===== src/rtl/bw_rf_16x81_fifo_ctl_if.sv =====
// Handshake and register-file control bundle for the 16x81 FIFO controller.
// The master drives push/pop/flush; the controller (slave) drives the rest.
interface bw_rf_16x81_fifo_ctl_if;
  logic       push;
  logic       pop;
  logic       flush;
  logic       push_rdy;
  logic       pop_rdy;
  logic       rd_vld;
  logic [4:0] count;
  logic       afull;
  logic       ovf_err;
  logic       udf_err;
  logic       init_done;
  logic       rf_csn_wr;
  logic       rf_csn_rd;
  logic [3:0] rf_wr_a;
  logic [3:0] rf_rd_a;
  logic       rf_di_zero;
  logic       rf_hold;
  logic       rf_testmux_sel;

  modport master (
    output push, pop, flush,
    input  push_rdy, pop_rdy, rd_vld, count, afull,
    input  ovf_err, udf_err, init_done,
    input  rf_csn_wr, rf_csn_rd, rf_wr_a, rf_rd_a,
    input  rf_di_zero, rf_hold, rf_testmux_sel
  );

  modport slave (
    input  push, pop, flush,
    output push_rdy, pop_rdy, rd_vld, count, afull,
    output ovf_err, udf_err, init_done,
    output rf_csn_wr, rf_csn_rd, rf_wr_a, rf_rd_a,
    output rf_di_zero, rf_hold, rf_testmux_sel
  );
endinterface


===== src/rtl/bw_rf_16x81_fifo_ctl.sv =====
// FIFO controller for a 16x81 register file: zero-fill scrub after reset,
// then pointer/count management with one-cycle read latency.
module bw_rf_16x81_fifo_ctl #(
  parameter int AFULL_THR = 12,
  parameter bit SCRUB_EN  = 1'b1
) (
  input logic                     rclk,
  input logic                     rst,
  bw_rf_16x81_fifo_ctl_if.slave   bus
);

  typedef enum logic [1:0] {
    IDLE  = 2'd0,
    SCRUB = 2'd1,
    RUN   = 2'd2
  } state_e;

  localparam logic [31:0] THR = AFULL_THR;

  state_e     state_q, state_d;
  logic [3:0] scrub_q, scrub_d;
  logic [3:0] wptr_q, wptr_d;
  logic [3:0] rptr_q, rptr_d;
  logic [4:0] count_q, count_d;
  logic       rd_vld_q, rd_vld_d;
  logic       ovf_q, ovf_d;
  logic       udf_q, udf_d;

  logic run;
  logic full;
  logic empty;
  logic push_rdy;
  logic pop_rdy;
  logic push_ok;
  logic pop_ok;

  assign run      = (state_q == RUN);
  assign full     = (count_q == 5'd16);
  assign empty    = (count_q == 5'd0);
  assign push_rdy = run & ~full & ~bus.flush;
  assign pop_rdy  = run & ~empty & ~bus.flush;
  assign push_ok  = bus.push & push_rdy;
  assign pop_ok   = bus.pop & pop_rdy;

  always_ff @(posedge rclk or posedge rst) begin
    if (rst) begin
      state_q <= IDLE;
      scrub_q <= 4'd0;
    end else begin
      state_q <= state_d;
      scrub_q <= scrub_d;
    end
  end

  always_comb begin
    state_d = state_q;
    scrub_d = scrub_q;
    unique case (state_q)
      IDLE: begin
        scrub_d = 4'd0;
        state_d = SCRUB_EN ? SCRUB : RUN;
      end
      SCRUB: begin
        scrub_d = scrub_q + 4'd1;
        if (scrub_q == 4'hF) state_d = RUN;
      end
      RUN: begin
        state_d = RUN;
      end
      default: begin
        state_d = IDLE;
      end
    endcase
  end

  // Refusing push when full keeps read and write addresses disjoint.
  always_comb begin
    wptr_d   = wptr_q;
    rptr_d   = rptr_q;
    count_d  = count_q;
    rd_vld_d = pop_ok;
    ovf_d    = ovf_q;
    udf_d    = udf_q;
    if (run && bus.flush) begin
      wptr_d  = 4'd0;
      rptr_d  = 4'd0;
      count_d = 5'd0;
    end else begin
      if (push_ok) wptr_d = wptr_q + 4'd1;
      if (pop_ok)  rptr_d = rptr_q + 4'd1;
      unique case ({push_ok, pop_ok})
        2'b10:   count_d = count_q + 5'd1;
        2'b01:   count_d = count_q - 5'd1;
        default: count_d = count_q;
      endcase
      if (run && bus.push && !push_rdy) ovf_d = 1'b1;
      if (run && bus.pop && !pop_rdy)   udf_d = 1'b1;
    end
  end

  always_ff @(posedge rclk or posedge rst) begin
    if (rst) begin
      wptr_q   <= 4'd0;
      rptr_q   <= 4'd0;
      count_q  <= 5'd0;
      rd_vld_q <= 1'b0;
      ovf_q    <= 1'b0;
      udf_q    <= 1'b0;
    end else begin
      wptr_q   <= wptr_d;
      rptr_q   <= rptr_d;
      count_q  <= count_d;
      rd_vld_q <= rd_vld_d;
      ovf_q    <= ovf_d;
      udf_q    <= udf_d;
    end
  end

  // RF strobes are combinational so they meet di at the same edge.
  always_comb begin
    bus.rf_csn_wr  = 1'b1;
    bus.rf_wr_a    = wptr_q;
    bus.rf_di_zero = 1'b0;
    bus.rf_csn_rd  = 1'b1;
    bus.rf_rd_a    = rptr_q;
    unique case (1'b1)
      (state_q == SCRUB): begin
        bus.rf_csn_wr  = 1'b0;
        bus.rf_wr_a    = scrub_q;
        bus.rf_di_zero = 1'b1;
      end
      run: begin
        bus.rf_csn_wr = ~push_ok;
        bus.rf_csn_rd = ~pop_ok;
      end
      default: begin
        bus.rf_csn_wr = 1'b1;
      end
    endcase
  end

  assign bus.push_rdy       = push_rdy;
  assign bus.pop_rdy        = pop_rdy;
  assign bus.rd_vld         = rd_vld_q;
  assign bus.count          = count_q;
  assign bus.afull          = ({27'd0, count_q} >= THR);
  assign bus.ovf_err        = ovf_q;
  assign bus.udf_err        = udf_q;
  assign bus.init_done      = run;
  assign bus.rf_hold        = 1'b0;
  assign bus.rf_testmux_sel = 1'b0;

endmodule


===== src/flat_wrapper.sv =====
// flat-port wrapper written by rule: the top's interface ports become plain ports
module bw_rf_16x81_fifo_ctl_flat 
#(
  parameter int AFULL_THR = 12,
  parameter bit SCRUB_EN  = 1'b1
)
  (rclk, rst, bus_push, bus_pop, bus_flush, bus_push_rdy, bus_pop_rdy, bus_rd_vld, bus_count, bus_afull, bus_ovf_err, bus_udf_err, bus_init_done, bus_rf_csn_wr, bus_rf_csn_rd, bus_rf_wr_a, bus_rf_rd_a, bus_rf_di_zero, bus_rf_hold, bus_rf_testmux_sel);
  bw_rf_16x81_fifo_ctl_if bus_i ();
  input logic rclk;
  input logic rst;
  input wire logic [$bits(bus_i.push)-1:0] bus_push;
  input wire logic [$bits(bus_i.pop)-1:0] bus_pop;
  input wire logic [$bits(bus_i.flush)-1:0] bus_flush;
  output wire logic [$bits(bus_i.push_rdy)-1:0] bus_push_rdy;
  output wire logic [$bits(bus_i.pop_rdy)-1:0] bus_pop_rdy;
  output wire logic [$bits(bus_i.rd_vld)-1:0] bus_rd_vld;
  output wire logic [$bits(bus_i.count)-1:0] bus_count;
  output wire logic [$bits(bus_i.afull)-1:0] bus_afull;
  output wire logic [$bits(bus_i.ovf_err)-1:0] bus_ovf_err;
  output wire logic [$bits(bus_i.udf_err)-1:0] bus_udf_err;
  output wire logic [$bits(bus_i.init_done)-1:0] bus_init_done;
  output wire logic [$bits(bus_i.rf_csn_wr)-1:0] bus_rf_csn_wr;
  output wire logic [$bits(bus_i.rf_csn_rd)-1:0] bus_rf_csn_rd;
  output wire logic [$bits(bus_i.rf_wr_a)-1:0] bus_rf_wr_a;
  output wire logic [$bits(bus_i.rf_rd_a)-1:0] bus_rf_rd_a;
  output wire logic [$bits(bus_i.rf_di_zero)-1:0] bus_rf_di_zero;
  output wire logic [$bits(bus_i.rf_hold)-1:0] bus_rf_hold;
  output wire logic [$bits(bus_i.rf_testmux_sel)-1:0] bus_rf_testmux_sel;
  assign bus_i.push = bus_push;
  assign bus_i.pop = bus_pop;
  assign bus_i.flush = bus_flush;
  assign bus_push_rdy = bus_i.push_rdy;
  assign bus_pop_rdy = bus_i.pop_rdy;
  assign bus_rd_vld = bus_i.rd_vld;
  assign bus_count = bus_i.count;
  assign bus_afull = bus_i.afull;
  assign bus_ovf_err = bus_i.ovf_err;
  assign bus_udf_err = bus_i.udf_err;
  assign bus_init_done = bus_i.init_done;
  assign bus_rf_csn_wr = bus_i.rf_csn_wr;
  assign bus_rf_csn_rd = bus_i.rf_csn_rd;
  assign bus_rf_wr_a = bus_i.rf_wr_a;
  assign bus_rf_rd_a = bus_i.rf_rd_a;
  assign bus_rf_di_zero = bus_i.rf_di_zero;
  assign bus_rf_hold = bus_i.rf_hold;
  assign bus_rf_testmux_sel = bus_i.rf_testmux_sel;
  bw_rf_16x81_fifo_ctl #(.AFULL_THR(AFULL_THR), .SCRUB_EN(SCRUB_EN)) u_core (.rclk(rclk), .rst(rst), .bus(bus_i));
endmodule

===== config.mk =====
export PLATFORM = sky130hd
export DESIGN_NAME = bw_rf_16x81_fifo_ctl_flat
export DESIGN_NICKNAME = d
export VERILOG_FILES = /design/src/rtl/bw_rf_16x81_fifo_ctl_if.sv /design/src/rtl/bw_rf_16x81_fifo_ctl.sv /design/src/flat_wrapper.sv
export SDC_FILE = /design/constraint.sdc
export NUM_CORES = 1
export LEC_CHECK = 0
export CAP_MARGIN = 15
export CORE_ASPECT_RATIO = 1.2
export CORE_MARGIN = 2
export CORE_UTILIZATION = 50
export DETAILED_ROUTE_END_ITERATION = 6
export GPL_ROUTABILITY_DRIVEN = 0
export PLACE_DENSITY = 0.77
export REMOVE_ABC_BUFFERS = 1
export SLEW_MARGIN = 10
export SYNTH_ARGS = -nofsm -noshare
export SYNTH_HDL_FRONTEND = slang
export SYNTH_SLANG_ARGS = --single-unit

===== constraint.sdc =====
create_clock -name rclk -period 5.1 [get_ports rclk]
set_input_delay 1.02 -clock rclk [delete_from_list [all_inputs] [get_ports rclk]]
set_output_delay 1.02 -clock rclk [all_outputs]
set_load 0.01 [all_outputs]

==> results.md, run 1 <==
* Status: finished, final reports clean
* Most frequent cells in the layout: 27 x clkdlybuf4s50_1, 22 x dfrtp_1, 13 x nand2_1
* Crit path largest cell delay at 550 ps
* Clock tree buffer depth at 2
* Worst Path Class, Setup: input pin to output pin
* CP top delay family: buffers and inverters
* Leak at 0.752 nW
* RR Endpoint: u_core.bus.count[4]$_DFFE_PP0P_
* Post-CTS setup buffers at 0
* Final wirelength at 2.43 mm
* Async set-or-reset flop fraction in the synthesized netlist at 100%
* Simple-gate portion of the synthesized area at 17.8%
* Hold-critical path depth at 1
* Antenna Cells at 0
* Post-synthesis sequential area ratio at 41.7%
* Net total in the final layout at 168
* Main synth FF type: dfrtp_1
* Pins Over Slew Limit at 0
* R2r worst-path depth at 8
* CTS H-tree lvls at 1
* DR vias at 998
* Critical Path Most Common Cell: clkdlybuf4s50_1
* Initial antenna violation count at 0
* Die X at 50.9 µm
* Post-Syn Instances at 129
* Setup crit end kind: output pin
* HP Class: flop to flop
* Port Buffers at 27
* Buf/Inv on CP at 2
* Vias in the first global route at 1028
* Synth Area in XOR/XNOR at 5.97%
* Final Core Density at 64.0%
* Max_cap viols at 0
* Final setup vio count at 0
* End of the worst hold path: u_core.bus.ovf_err$_DFFE_PP0P_
* CP Launch Type: input pin
* Cts repair resizes at 0
* Total GRT Usage at 18.6%
* Top-level I/O count at 30
* Core Box Area at 2530 µm²
* Net Sw Frac at 36.2%
* Clock period minus worst slack at 3740 ps
* VDD IR max at 0.205 mV
* Drt pass-1 iters at 4
* Mux cell area share after synthesis at 11.4%
* Post-route DRC at 0
* Antenna viol nets, final at 0
* HP Start: u_core.bus.ovf_err$_DFFE_PP0P_
* Commonest non-fill, non-tap cell in the layout: clkdlybuf4s50_1
* PwrDens at 346 nW/µm²
* Power Internal at 0.357 mW
* Flop pwr share at 41.5%
* Critical path's slowest cell: clkdlybuf4s50_1
* Synth cell types at 36
* Slew headroom at 46.2%
* R2R Path Start: u_core.bus.count[2]$_DFFE_PP0P_
* Die H at 60.3 µm
* Rows at 20
* CTS clk-pin slew, worst paths at 110 ps
* CTS tree: done
* R2R setup slack at 1900 ps
* Logic pwr share at 44.9%
* Total die area at 3070 µm²
* Worst-Skew Late Latency at 300 ps
* Sw power at 0.203 mW
* Final hold violations at 0
* Total negative setup slack at 0 ps
* Hpwl dp at 1.84 mm
* Synthesized area per cell at 10.2 µm²
* Fin Clk Skew at 6.07 ps
* Synth Cell Area at 1320 µm²
* Synth Warn # at 0
* Critical path, cell by cell: clkdlybuf4s50_1 -> and2b_2 -> o211a_1 -> a21oi_1 -> clkdlybuf4s50_1
* Fmax at 0.268 GHz
* Clock sink count at 22
* Starting Density at 52.2%
* Hold Buf Count CTS at 0
* Number of buffers created by CTS at 3
* Tcrit/Tclk final at 73.3%
* CTS Root Cell: clkbuf_4
* Filler Cell Count at 202
* Initial DRC Count at 29
* Layout cells sized above 1 at 13.0%
* Least-Margin Pin Slew at 807 ps
* RSZ-0062 raised after global routing: no
* Clock Power Share at 13.6%
* Largest fanout on the critical path at 5
* Number of synthesized flops with an enable pin at 0
* First-pass GRT wire length at 4.46 mm
* Avg Vias per Cell at 5.34
* Synth Area in Adders at 6.64%
* Area growth, synth to finish at 22.6%
* WP data arrival at 2720 ps
* Total grt overflow at 0
* Complex-gate fraction of the synthesized area at 11.5%
* Largest net degree at the start of global routing at 23
* Synth Register Bits at 22
* Avg WL per Cell at 13.0 µm
* Largest family of logic cells by synthesized area: simple AND/OR/NAND/NOR gates
* Worst EP required at 4080 ps
==> power groups by stage <==
stage	Clock, mW	Sequential, mW	Combinational (mW)
2_1_floorplan	0	0.238	0.149
3_3_place_gp	0	0.233	0.246
3_5_place_dp	0	0.234	0.254
4_1_cts	0.0789	0.231	0.254
5_1_grt	0.0858	0.237	0.279
6_report	0.0762	0.232	0.251
==> sequential cells by signal, indices dropped and copies added (netlist names) <==
signal and flops:
u_core.wptr_q 4, u_core.bus.rf_rd_a 4, u_core.bus.count 5, u_core.scrub_q 4
u_core.bus.udf_err 1, u_core.bus.rd_vld 1, u_core.state_q 2, u_core.bus.ovf_err 1
==> cell type report <==
type / count / area (µm²) / share of cell area (%)
multi-input cells: 96 / 711 / 43.9
flip-flops and latches: 22 / 551 / 34.0
repair buffers: 27 / 270 / 16.7
well taps: 33 / 41.3 / 2.55
clock buffers: 3 / 22.5 / 1.39
inverters: 6 / 22.5 / 1.39
==> worst register-to-register path, stage by stage, from the launching register on <==
cell and delay (ps):
dfrtp_1 510, nor4_1 660, mux2i_1 580, xnor2_1 150, ha_1 240, or4_2 540
mux2i_1 200, mux2_2 180, o21ai_1 50
==> per-stage QoR <==
stage	hold slack, ps	std cells	worst slack, ps	power [mW]	instance area, µm²
finish	492	187	1360	0.559	1620
detailed placement	474	184	1360	0.488	1600
global placement	472	184	1410	0.479	1600
global route	513	187	1250	0.602	1620
CTS	498	187	1350	0.565	1620
floorplan	494	124	2200	0.387	1280
==> routing by layer <==
layer  routed length, µm  track usage (%)  vias up
met3                  76             2.75        2
met1                1170             23.4      478
met4                   6             4.25        0
li1                    -                -      496
met5                   0                0        -
met2                1170             33.6       22
==> worst max-delay path by stage <==
| stage | start | endpoint | cells after the start |
|---|---|---|---|
| after CTS | bus_flush | bus_rf_csn_wr | 5 |
| after global placement | bus_flush | bus_rf_csn_wr | 5 |
| after detailed placement | bus_pop | u_core.bus.count[4]$_DFFE_PP0P_ | 9 |
| after global routing | bus_flush | bus_rf_csn_wr | 5 |
| after floorplan | bus_flush | u_core.bus.count[4]$_DFFE_PP0P_ | 8 |
| final | bus_flush | bus_rf_csn_wr | 5 |
==> logic make-up (layout without fill, tap and decap cells) <==
| logic type | after synthesis | count (layout) |
|---|---|---|
| and+or+nand+nor | 46 | 46 |
| DFF | 22 | 22 |
| AOI/OAI and AO/OA | 18 | 18 |
| muxes | 14 | 14 |
| buffers and inverters | 12 | 36 |
| xor gates and xnor gates | 9 | 9 |
| adders and majority gates | 7 | 7 |
| other | 1 | 2 |
==> cell usage after synthesis, types with 4 or more instances <==
cell type	n	share of area, %
dfrtp_1	22	42
nand2_1	13	3.7
nor2_1	12	3.4
mux2_2	8	6.8
ha_1	7	6.6
inv_1	6	1.7
mux2i_1	6	4.5
nand3_1	6	2.3
o21ai_0	6	2.3
xnor2_1	5	3.3
nand2b_1	4	1.9
xor2_1	4	2.7
(Power assumes the default switching activity.)
==> run 2: changes to the inputs <==
Settings changed: CORE_UTILIZATION 50 to 45, PLACE_DENSITY 0.77 to 0.73.
Clock period 5.1 ns to 3.1 ns, I/O delays scaled along.
==> run 2 against run 1 <==
  * Non-clock buffer count up 7
  * Clock skew up 4.2 ps
  * Count of clock-buffer cells in the layout up 1
  * Final area up 4.4%
  * Critical path depth down 1
  * Largest power group unchanged
==> results.md, run 2 (synthesis results as in run 1) <==
* Max_cap viols at 0 (unchanged)
* Post-route DRC at 0 (unchanged)
* DR vias at 1043 (+4.5%)
* Leak at 0.794 nW (+5.5%)
* Worst EP required at 2480 ps (-1600 ps)
* Fin worst setup slack at 163 ps (-1200 ps)
* Final setup vio count at 0 (unchanged)
* Total GRT Usage at 17.7% (-0.93 points)
* Largest net degree at the start of global routing at 23 (unchanged)
* Vias in the first global route at 1056 (+2.7%)
* Buf/Inv on CP at 1 (-1)
* Initial antenna violation count at 0 (unchanged)
* Crit path largest cell delay at 610 ps (+60 ps)
* Pins Over Slew Limit at 0 (unchanged)
* RSZ-0062 raised after global routing: no
* Avg Vias per Cell at 5.32 (-0.29%)
* Top-level I/O count at 30 (unchanged)
* Worst Path Class, Setup: flop to output pin
* Core Box Area at 2790 µm² (+10%)
* Die H at 63.3 µm (+5.1%)
* CP Launch Type: flop
* Largest fanout on the critical path at 5 (unchanged)
* Worst Hold Slack at 500 ps (+7.81 ps)
* Critical path's slowest cell: or4_4
* Starting Density at 47.4% (-4.8 points)
* Setup crit end kind: output pin
* CP top delay family: simple AND/OR/NAND/NOR gates
* Fin Clk Skew at 10.3 ps (+4.22 ps)
* Drt pass-1 iters at 4 (unchanged)
* Initial DRC Count at 13 (-55%)
* Max reg flops at 5 (unchanged)
* Hpwl dp at 1.98 mm (+7.9%)
* Rows at 21 (+5.0%)
* Pre-CTS setup slack at 140 ps (-1220 ps)
* Cts repair resizes at 0 (unchanged)
* Status: finished, final reports clean
* Clock period minus worst slack at 2940 ps
* Most frequent cells in the layout: 27 x clkdlybuf4s50_1, 22 x dfrtp_1, 13 x nand2_1
* Reg area at 551 µm² (unchanged)
* VDD IR max at 0.369 mV (+79%)
* Area of the multi-input gates at 714 µm² (+0.53%)
* First-pass GRT wire length at 4.51 mm (+1.2%)
* Total grt overflow at 0 (unchanged)
* Clock sink count at 22 (unchanged)
* Die X at 53.4 µm (+5.0%)
* CTS tree: done
* Tcrit/Tclk final at 94.7%
* Layout cells sized above 1 at 17.9% (+4.9 points)
* Final hold violations at 0 (unchanged)
* Total die area at 3380 µm² (+10%)
* Least-Margin Pin Slew at 813 ps (+6.26 ps)
* CTS Root Cell: clkbuf_4
* Commonest non-fill, non-tap cell in the layout: clkdlybuf4s50_1
* Port Buffers at 27 (unchanged)
* WP data arrival at 2320 ps (-400 ps)
* Critical path, cell by cell: or4_4 -> o211a_1 -> a21oi_1 -> clkdlybuf4s50_1
* Fmax at 0.340 GHz
* CTS clk-pin slew, worst paths at 120 ps (about the same)
* Antenna viol nets, final at 0 (unchanged)
* Antenna Cells at 0 (unchanged)
* CTS H-tree lvls at 1 (unchanged)
* Area growth, synth to finish at 28.0%
* Net total in the final layout at 175 (+4.2%)
* Number of buffers created by CTS at 3 (unchanged)
* Slew headroom at 45.8% (-0.42 points)
* Hold Buf Count CTS at 0 (unchanged)
* Filler Cell Count at 240 (+19%)
* Total negative setup slack at 0 ps (unchanged)
* PwrDens at 598 nW/µm² (+73%)
* HP Class: flop to flop
* Worst-Skew Late Latency at 310 ps (about the same)
* Avg WL per Cell at 13.1 µm (+1.1%)
* Clock tree buffer depth at 2 (unchanged)
* Post-CTS setup buffers at 0 (unchanged)
* Final wirelength at 2.57 mm (+5.9%)
-- run 2: cell count changes in the layout (fill, tap and decap cells not counted), sizes merged --
cell | previous run | this run
clkbuf | 3 | 4
buf | 0 | 7
-- run 2: final cells by class --
type	count	share of cell area, %
Tap cell	34	2.52
Timing Repair Buffer	34	19.1
Sequential cell	22	32.6
Multi-Input combinational cell	96	42.3
Clock buffer	4	2.15
Inverter	6	1.33
-- run 2: worst paths after layout --
path	start	end	slack, ps	depth (start not counted)
setup / recovery	u_core.bus.count[1]$_DFFE_PP0P_	bus_rf_csn_wr	160	4
hold / removal	u_core.bus.ovf_err$_DFFE_PP0P_	u_core.bus.ovf_err$_DFFE_PP0P_	500	1
setup reg to reg	u_core.bus.count[1]$_DFFE_PP0P_	u_core.bus.count[4]$_DFFE_PP0P_	400	10
hold reg to reg	u_core.bus.ovf_err$_DFFE_PP0P_	u_core.bus.ovf_err$_DFFE_PP0P_	500	1
max in group asynchronous	rst	u_core.bus.rf_rd_a[2]$_DFFE_PP0P_	1840	2
min in group asynchronous	rst	u_core.wptr_q[3]$_DFFE_PP0P_	760	2
-- run 2: per-layer routing --
layer | global-route usage (%) | part of all wire [%]
met5 | 0 | 0
met4 | 7.69 | 2.7
met3 | 1.42 | 3.1
met2 | 31.3 | 53
met1 | 20.9 | 41
-- run 2: power breakdown --
| group | leakage (nW) | internal (mW) | switching [mW] |
|---|---|---|---|
| Clock | 0.0210 | 0.0717 | 0.0827 |
| Sequential | 0.291 | 0.324 | 0.0294 |
| Combinational | 0.482 | 0.268 | 0.233 |
| Total | 0.794 | 0.664 | 0.346 |
-- run 2: through the flow --
| step | util [%] | total power [mW] | std cells | instance area, µm² |
|---|---|---|---|---|
| 6_report | 60.6 | 1.01 | 196 | 1690 |
| 5_1_grt | 60.6 | 1.07 | 196 | 1690 |
| 4_1_cts | 60.5 | 1.01 | 196 | 1690 |
| 3_5_place_dp | 59.2 | 0.850 | 192 | 1650 |
| 3_3_place_gp | 59.2 | 0.841 | 192 | 1650 |
| 2_1_floorplan | - | 0.637 | 124 | 1280 |
==> run 3: changes to the inputs <==
Settings changed: GPL_ROUTABILITY_DRIVEN 0 to 1.
==> results of run 3 <==
Same layout as run 2: the final DEF is identical, and so are final timing and power.
